===== src/rtl/register_file_if.sv =====
// Decode / commit / operand bus between the decoder, the ROB commit port and the
// architectural register file. The register file connects through the slave modport.
interface register_file_if #(
  parameter int XLEN             = 32,
  parameter int REG_CNT_WIDTH    = 5,
  parameter int ROB_SIZE_WIDTH   = 3,
  parameter int DEPENDENCY_WIDTH = ROB_SIZE_WIDTH + 1
);
  logic                        rdy;
  logic                        flush;
  logic                        stall;

  logic                        dec_ready;
  logic [REG_CNT_WIDTH-1:0]    dec_rs1;
  logic [REG_CNT_WIDTH-1:0]    dec_rs2;
  logic [REG_CNT_WIDTH-1:0]    dec_rd;
  logic                        dec_writes_rd;
  logic [ROB_SIZE_WIDTH-1:0]   dec_rob_id;

  logic                        rob_rf_enable;
  logic [REG_CNT_WIDTH-1:0]    rob_rf_rd;
  logic [XLEN-1:0]             rob_rf_val;
  logic [ROB_SIZE_WIDTH-1:0]   rob_rf_id;

  logic [XLEN-1:0]             rf_val1;
  logic [XLEN-1:0]             rf_val2;
  logic [DEPENDENCY_WIDTH-1:0] rf_dep1;
  logic [DEPENDENCY_WIDTH-1:0] rf_dep2;
  logic                        rf_stall;

  modport master (
    output rdy, flush, stall,
    output dec_ready, dec_rs1, dec_rs2, dec_rd, dec_writes_rd, dec_rob_id,
    output rob_rf_enable, rob_rf_rd, rob_rf_val, rob_rf_id,
    input  rf_val1, rf_val2, rf_dep1, rf_dep2, rf_stall
  );

  modport slave (
    input  rdy, flush, stall,
    input  dec_ready, dec_rs1, dec_rs2, dec_rd, dec_writes_rd, dec_rob_id,
    input  rob_rf_enable, rob_rf_rd, rob_rf_val, rob_rf_id,
    output rf_val1, rf_val2, rf_dep1, rf_dep2, rf_stall
  );
endinterface


===== src/rtl/register_file.sv =====
// Architectural register file with ROB rename tags: supplies operands as value or tag,
// renames rd at decode, retires commits. Define RF_COMMIT_BYPASS_EN to forward commits.
module register_file #(
  parameter int XLEN             = 32,
  parameter int REG_CNT_WIDTH    = 5,
  parameter int ROB_SIZE_WIDTH   = 3,
  parameter int DEPENDENCY_WIDTH = ROB_SIZE_WIDTH + 1
) (
  input logic            clk,
  input logic            rst,
  register_file_if.slave bus
);

  localparam int REG_CNT = 1 << REG_CNT_WIDTH;

  typedef logic [REG_CNT_WIDTH-1:0]    reg_idx_t;
  typedef logic [ROB_SIZE_WIDTH-1:0]   rob_id_t;
  typedef logic [DEPENDENCY_WIDTH-1:0] dep_t;

  localparam dep_t DEP_READY = {1'b1, {ROB_SIZE_WIDTH{1'b0}}};

  logic [XLEN-1:0]    regs_q [REG_CNT];
  logic [XLEN-1:0]    regs_d [REG_CNT];
  logic [REG_CNT-1:0] busy_q, busy_d;
  rob_id_t            tag_q  [REG_CNT];
  rob_id_t            tag_d  [REG_CNT];

  logic     commit_wr;
  logic     commit_release;
  logic     rename_en;
  reg_idx_t rs      [2];
  logic     fwd_hit [2];
  logic [XLEN-1:0] rd_val [2];
  dep_t            rd_dep [2];

  // A commit only frees the register when it is the youngest rename of that rd.
  assign commit_wr      = bus.rob_rf_enable && (bus.rob_rf_rd != '0);
  assign commit_release = commit_wr && busy_q[bus.rob_rf_rd]
                          && (tag_q[bus.rob_rf_rd] == bus.rob_rf_id);

  assign rename_en = bus.dec_ready && !bus.stall && !bus.rf_stall
                     && bus.dec_writes_rd && (bus.dec_rd != '0);

  // NOTE: combinational blocks use blocking '=' and give every output a default
  // first, so no path leaves a variable unassigned and no latch is inferred.
  always_comb begin
    rs[0] = bus.dec_rs1;
    rs[1] = bus.dec_rs2;
    for (int p = 0; p < 2; p++) begin
      fwd_hit[p] = commit_release && (rs[p] == bus.rob_rf_rd);
      rd_val[p]  = '0;
      rd_dep[p]  = DEP_READY;
      if (rs[p] != '0) begin
        if (!busy_q[rs[p]]) begin
          rd_val[p] = regs_q[rs[p]];
`ifdef RF_COMMIT_BYPASS_EN
        end else if (fwd_hit[p]) begin
          rd_val[p] = bus.rob_rf_val;
`endif
        end else begin
          rd_dep[p] = {1'b0, tag_q[rs[p]]};
        end
      end
    end
  end

  assign bus.rf_val1 = rd_val[0];
  assign bus.rf_val2 = rd_val[1];
  assign bus.rf_dep1 = rd_dep[0];
  assign bus.rf_dep2 = rd_dep[1];

`ifdef RF_COMMIT_BYPASS_EN
  assign bus.rf_stall = 1'b0;
`else
  // Without forwarding, hold decode one cycle so the operand comes from regs.
  assign bus.rf_stall = bus.dec_ready && (fwd_hit[0] || fwd_hit[1]);
`endif

  always_comb begin
    regs_d = regs_q;
    busy_d = busy_q;
    tag_d  = tag_q;
    if (bus.rdy) begin
      if (rst) begin
        // NOTE: the register array is deliberately cleared on reset because
        // reads after reset must return 0; most RAM-like arrays are not reset.
        for (int i = 0; i < REG_CNT; i++) begin
          regs_d[i] = '0;
          tag_d[i]  = '0;
        end
        busy_d = '0;
      end else begin
        if (commit_wr) begin
          regs_d[bus.rob_rf_rd] = bus.rob_rf_val;
          if (commit_release) busy_d[bus.rob_rf_rd] = 1'b0;
        end
        // Flush still keeps the commit above: the redirecting branch/JALR retires now.
        if (bus.flush) begin
          busy_d = '0;
        end else if (rename_en) begin
          busy_d[bus.dec_rd] = 1'b1;
          tag_d[bus.dec_rd]  = bus.dec_rob_id;
        end
      end
    end
  end

  // NOTE: sequential state uses non-blocking '<=' so every flop samples the
  // pre-edge values regardless of statement order.
  always_ff @(posedge clk) begin
    regs_q <= regs_d;
    busy_q <= busy_d;
    tag_q  <= tag_d;
  end

endmodule


===== src/flat_wrapper.sv =====
// flat-port wrapper written by rule: the top's interface ports become plain ports
module register_file_flat 
#(
  parameter int XLEN             = 32,
  parameter int REG_CNT_WIDTH    = 5,
  parameter int ROB_SIZE_WIDTH   = 3,
  parameter int DEPENDENCY_WIDTH = ROB_SIZE_WIDTH + 1
)
  (clk, rst, bus_rdy, bus_flush, bus_stall, bus_dec_ready, bus_dec_rs1, bus_dec_rs2, bus_dec_rd, bus_dec_writes_rd, bus_dec_rob_id, bus_rob_rf_enable, bus_rob_rf_rd, bus_rob_rf_val, bus_rob_rf_id, bus_rf_val1, bus_rf_val2, bus_rf_dep1, bus_rf_dep2, bus_rf_stall);
  register_file_if #(.XLEN(XLEN), .REG_CNT_WIDTH(REG_CNT_WIDTH), .ROB_SIZE_WIDTH(ROB_SIZE_WIDTH), .DEPENDENCY_WIDTH(DEPENDENCY_WIDTH)) bus_i ();
  input logic clk;
  input logic rst;
  input wire logic [$bits(bus_i.rdy)-1:0] bus_rdy;
  input wire logic [$bits(bus_i.flush)-1:0] bus_flush;
  input wire logic [$bits(bus_i.stall)-1:0] bus_stall;
  input wire logic [$bits(bus_i.dec_ready)-1:0] bus_dec_ready;
  input wire logic [$bits(bus_i.dec_rs1)-1:0] bus_dec_rs1;
  input wire logic [$bits(bus_i.dec_rs2)-1:0] bus_dec_rs2;
  input wire logic [$bits(bus_i.dec_rd)-1:0] bus_dec_rd;
  input wire logic [$bits(bus_i.dec_writes_rd)-1:0] bus_dec_writes_rd;
  input wire logic [$bits(bus_i.dec_rob_id)-1:0] bus_dec_rob_id;
  input wire logic [$bits(bus_i.rob_rf_enable)-1:0] bus_rob_rf_enable;
  input wire logic [$bits(bus_i.rob_rf_rd)-1:0] bus_rob_rf_rd;
  input wire logic [$bits(bus_i.rob_rf_val)-1:0] bus_rob_rf_val;
  input wire logic [$bits(bus_i.rob_rf_id)-1:0] bus_rob_rf_id;
  output wire logic [$bits(bus_i.rf_val1)-1:0] bus_rf_val1;
  output wire logic [$bits(bus_i.rf_val2)-1:0] bus_rf_val2;
  output wire logic [$bits(bus_i.rf_dep1)-1:0] bus_rf_dep1;
  output wire logic [$bits(bus_i.rf_dep2)-1:0] bus_rf_dep2;
  output wire logic [$bits(bus_i.rf_stall)-1:0] bus_rf_stall;
  assign bus_i.rdy = bus_rdy;
  assign bus_i.flush = bus_flush;
  assign bus_i.stall = bus_stall;
  assign bus_i.dec_ready = bus_dec_ready;
  assign bus_i.dec_rs1 = bus_dec_rs1;
  assign bus_i.dec_rs2 = bus_dec_rs2;
  assign bus_i.dec_rd = bus_dec_rd;
  assign bus_i.dec_writes_rd = bus_dec_writes_rd;
  assign bus_i.dec_rob_id = bus_dec_rob_id;
  assign bus_i.rob_rf_enable = bus_rob_rf_enable;
  assign bus_i.rob_rf_rd = bus_rob_rf_rd;
  assign bus_i.rob_rf_val = bus_rob_rf_val;
  assign bus_i.rob_rf_id = bus_rob_rf_id;
  assign bus_rf_val1 = bus_i.rf_val1;
  assign bus_rf_val2 = bus_i.rf_val2;
  assign bus_rf_dep1 = bus_i.rf_dep1;
  assign bus_rf_dep2 = bus_i.rf_dep2;
  assign bus_rf_stall = bus_i.rf_stall;
  register_file #(.XLEN(XLEN), .REG_CNT_WIDTH(REG_CNT_WIDTH), .ROB_SIZE_WIDTH(ROB_SIZE_WIDTH), .DEPENDENCY_WIDTH(DEPENDENCY_WIDTH)) u_core (.clk(clk), .rst(rst), .bus(bus_i));
endmodule

===== config.mk =====
export PLATFORM = sky130hd
export DESIGN_NAME = register_file_flat
export DESIGN_NICKNAME = d
export VERILOG_FILES = /design/src/rtl/register_file_if.sv /design/src/rtl/register_file.sv /design/src/flat_wrapper.sv
export SDC_FILE = /design/constraint.sdc
export NUM_CORES = 2
export LEC_CHECK = 0
export BUFFER_PORTS_ARGS = -buffer_cell sky130_fd_sc_hd__buf_4
export CAP_MARGIN = 20
export CORE_MARGIN = 1
export CORE_UTILIZATION = 35
export DETAILED_ROUTE_END_ITERATION = 16
export GPL_ROUTABILITY_DRIVEN = 0
export PLACE_DENSITY = 0.6
export SLEW_MARGIN = 20
export SYNTH_ARGS = -nofsm -noshare
export SYNTH_HDL_FRONTEND = slang
export SYNTH_SLANG_ARGS = --single-unit

===== constraint.sdc =====
create_clock -name clk -period 27 [get_ports clk]
set_input_delay 1.35 -clock clk [delete_from_list [all_inputs] [get_ports clk]]
set_output_delay 1.35 -clock clk [all_outputs]
set_load 0.05 [all_outputs]

==> impl_summary.md <==
Critical path
In this design, the stage delay of the slowest critical-path cell is about 0.93 ns. The data arrival time at the worst-slack endpoint is ~5.9 ns. On the critical path, the stage with the largest delay is an instance of sky130_fd_sc_hd__buf_4.

For flop-to-flop paths, the worst setup slack is approximately 23 ns. The setup path with the least slack is of type in -> out. The worst setup path is captured at an output pin. At the worst endpoint, the required time is around 26 ns.

In this run the worst path has a maximum fanout of 73. The most numerous cell on the critical path is sky130_fd_sc_hd__buf_4. The worst reg-to-reg path cell count is 10. The worst flop-to-flop path endpoint is u_core.tag_q[79]$_SDFFCE_PP0P_. The startpoint identified for the worst register-to-register timing path is u_core.tag_q[24]$_SDFFCE_PP0P_. Walking the worst path, the cells encountered are buf_8 > buf_4 > buf_4 > mux4_2 > mux4_2 > mux2i_1 > nor2_1 > buf_4. STA classifies the critical path startpoint as an input port.

Finish
The net count of the finished layout is around 6,200. In the final layout, the share of cells above drive strength 1 is 0.202. The signed area change from the synthesized netlist to the final layout is 10.4%. The sequential cells in the finished layout cover a total of approximately 0.035 mm^2. For this run, the share of the core covered by cells in the final layout is 0.389. The area taken by multi-input logic gates is approximately 0.035 mm^2.

The filler cell count is between 15,000 and 20,000.

Global routing
The number of global-route vias before repair is 53,500. Entering global routing, the biggest net connects roughly 190 pins. The remaining global-route overflow is 0. The wire length of the first global-routing pass is 391,000 um. The global-route total usage across every layer is 0.259. The initial antenna violation count is 6.

Synthesis
The dominant register cell in the synthesized netlist is sky130_fd_sc_hd__edfxtp_1. The synthesized netlist cell count is 6,413. In the synthesized netlist, the cells that appear most often are sky130_fd_sc_hd__nand2_1 (2,158), sky130_fd_sc_hd__edfxtp_1 (1,152), sky130_fd_sc_hd__a21oi_1 (1,078). The cell type contributing the most total cell area after synthesis is sky130_fd_sc_hd__edfxtp_1. The post-synthesis instance area is between 0.07 and 0.08 mm^2.

The proportion of synthesized flip-flops having asynchronous set or reset is 0. In the post-synthesis netlist, the biggest area contributors are sky130_fd_sc_hd__edfxtp_1 (48%), sky130_fd_sc_hd__mux4_2 (23%), sky130_fd_sc_hd__nand2_1 (11%). After synthesis, the netlist uses 54 different library cells. The warning count from the yosys run is 0.

For this run, the register share of the synthesized area comes to 0.484. The net count after synthesis is around 6,500. Counting flops with a built-in enable in the synthesized netlist gives 1,152. After synthesis the netlist holds a flip-flop and latch count of roughly 1,200. The library cell with the highest instance count after synthesis is sky130_fd_sc_hd__nand2_1.

A synthesized cell averages between 10 and 15 um^2. The share of synthesized area in the top cell type comes to 0.484.

Power and ir drop
Dividing total power by cell area gives a power density of between 60 and 70 mW/mm^2. The maximum ir drop on the vdd rail is between 0.06 and 0.07 mV. Total power for the finished layout comes to between 4 and 5 mW.

The analysis attributes to cell leakage a power of between 20 and 30 nW.

Clocking
The clock network latency to the later pin of the worst-skew pair is between 0.8 and 0.9 ns. Hold repair after CTS inserted 0 buffers. The level count of the clock H-tree is 4. The root buffer cell is sky130_fd_sc_hd__clkbuf_16.

The total setup buffers inserted after CTS is 0. The post-cts repair resize count is 0. The clock drives about 1,200 sinks.

The deepest clock path buffer count is 3. The clock slew at the register clock pins of the worst setup and hold paths is roughly 0.07 ns. The number of buffers created by CTS is around 130.

The TritonCTS clock tree is done.

Die
The number of I/O pins is between 100 and 150. The floorplan has 165 rows. From left edge to right edge, the die measures approximately 450 um. The total area inside the core boundary comes to approximately 0.2 mm^2. The initial utilization of the core area, before any placement, comes to 0.353.

The die extent in y is ~450 um. The die covers just over 0.2 mm^2.

Timing
For the finished layout, the period the worst path requires is between 7 and 8 ns. For the pin with the worst max-slew slack, the measured transition is approximately 1.2 ns. In the finished design, the share of the clock period the worst path needs comes to 0.268. The final sum of negative setup slack is 0 ns. The number of max-slew violations in the final report is 0. The number of hold violations in the final report is 0.

The number of setup violations in the final report is 0. Setup repair after global routing left no endpoint under its margin. The achievable frequency is between 0.1 and 0.15 GHz. For the final database, setup skew stands at 0.0490 ns. The worst slew slack as a fraction of its limit is 0.220.

Drt
The overall via count from detail_route is between 50,000 and 60,000. For this run, design rule violations remaining after detail routing come to 0. The routed design has roughly 270,000 um of wire. In this run the remaining antenna-violating nets after routing total 0.

The total iterations of the first detailed-routing run is 8. The routed length per instance is 30.5 um. The detailed router finished its first iteration with 10,300 violations.

The average via count per standard cell is between 6 and 7.

Min path
The startpoint identified for the worst hold timing path is u_core.busy_q[0]$_SDFFCE_PP0P_. The terminating pin of the worst hold path is u_core.busy_q[0]$_SDFFCE_PP0P_. Along the worst hold path, the cell count comes to 1. The class of the tightest hold or removal check is reg -> reg.

Job
The max capacitance violation total is 0.

Placement
The number of buffers added on ports is ~140. The wire-length estimate of the detail-placed layout is ~150,000 um.

Outcome
The flow ran to the end, and the final reports show no timing, DRC or antenna violations.
layout make-up:
cell class / count / area share
clock buffers: 176 / 0.0453
inverters: 4 / 0.000190
diodes: 4 / 0.000127
well taps: 2672 / 0.0424
flip-flops and latches: 1152 / 0.439
repair buffers: 269 / 0.0274
clock inverters: 57 / 0.00763
multi-input cells: 4602 / 0.438
metrics by stage:
| step | cell area, um^2 | instances | worst slack, ns | hold WS, ns |
|---|---|---|---|---|
| 2_1_floorplan | 71400 | 6413 | 0.837 | 0.563 |
| 3_3_place_gp | 74600 | 8697 | 19.61 | 0.607 |
| 3_5_place_dp | 74700 | 8698 | 19.64 | 0.613 |
| 4_1_cts | 78800 | 8931 | 19.65 | 0.629 |
| 5_1_grt | 78900 | 8934 | 19.42 | 0.667 |
| 6_report | 78900 | 8936 | 19.77 | 0.628 |
power by group:
part | internal [mW] | total [mW] | leakage, nW | switching [mW]
Sequential | 2.11 | 2.19 | 11.4 | 0.0845
Clock | 1.03 | 1.82 | 2.04 | 0.790
Combinational | 0.313 | 0.813 | 13.4 | 0.500
worst max-delay path by stage:
stage	cells after the start	start	endpoint	slack [ns]
4_1_cts	8	bus_dec_rs1[0]	bus_rf_val1[24]	19.65
5_1_grt	8	bus_dec_rs1[0]	bus_rf_val1[28]	19.42
3_3_place_gp	8	bus_dec_rs1[0]	bus_rf_val1[24]	19.61
2_1_floorplan	4	rst	u_core.regs_q[0]$_SDFFCE_PP0P_	0.84
3_5_place_dp	8	bus_dec_rs1[0]	bus_rf_val1[24]	19.64
6_report	8	bus_dec_rs1[0]	bus_rf_val1[27]	19.77
cells in the final DEF (no fill, tap or decap), types with 28 or more instances in the layout:
cell type | netlist | routed
sky130_fd_sc_hd__mux4_2 | 720 | 720
sky130_fd_sc_hd__edfxtp_1 | 1152 | 1152
sky130_fd_sc_hd__nor2_1 | 160 | 135
sky130_fd_sc_hd__o22ai_1 | 33 | 33
sky130_fd_sc_hd__a21oi_1 | 1078 | 1078
sky130_fd_sc_hd__mux2i_1 | 177 | 177
sky130_fd_sc_hd__and2_1 | 29 | 29
sky130_fd_sc_hd__nand2_2 | 0 | 28
sky130_fd_sc_hd__buf_4 | 3 | 252
sky130_fd_sc_hd__nand3_1 | 68 | 64
sky130_fd_sc_hd__clkbuf_1 | 550 | 39
sky130_fd_sc_hd__nand2_1 | 2158 | 2129
sky130_fd_sc_hd__clkbuf_16 | 0 | 137
critical path: cells and delay by family:
family / cells / cell delay (ns)
buffers and inverters: 4 / 2.72
multiplexers: 3 / 1.57
AND/OR/NAND/NOR: 1 / 0.11
state kept, by name, indices dropped and copies added (netlist names):
signal,count
u_core.regs_q,1024
u_core.tag_q,96
u_core.busy_q,32
metal layers:
metal  GRT usage  vias up  wire length [um]
met5           0        -                23
met4       0.107        4             12300
met3      0.0664      696             37500
met2       0.391     4453            123000
met1       0.355    28900             99600
li1            -    23300                 -
cell families (layout without fill, tap and decap cells):
group,Yosys count,after routing,synth area share
XOR/XNOR,10,10,0.00123
multiplexers,898,898,0.252
flip-flops,1152,1152,0.484
AO/OA/AOI/OAI,1200,1200,0.0884
buffers and inverters,659,506,0.0368
AND/OR/NAND/NOR,2494,2494,0.138
other,0,4,0
Power figures use the tool's default switching activity.
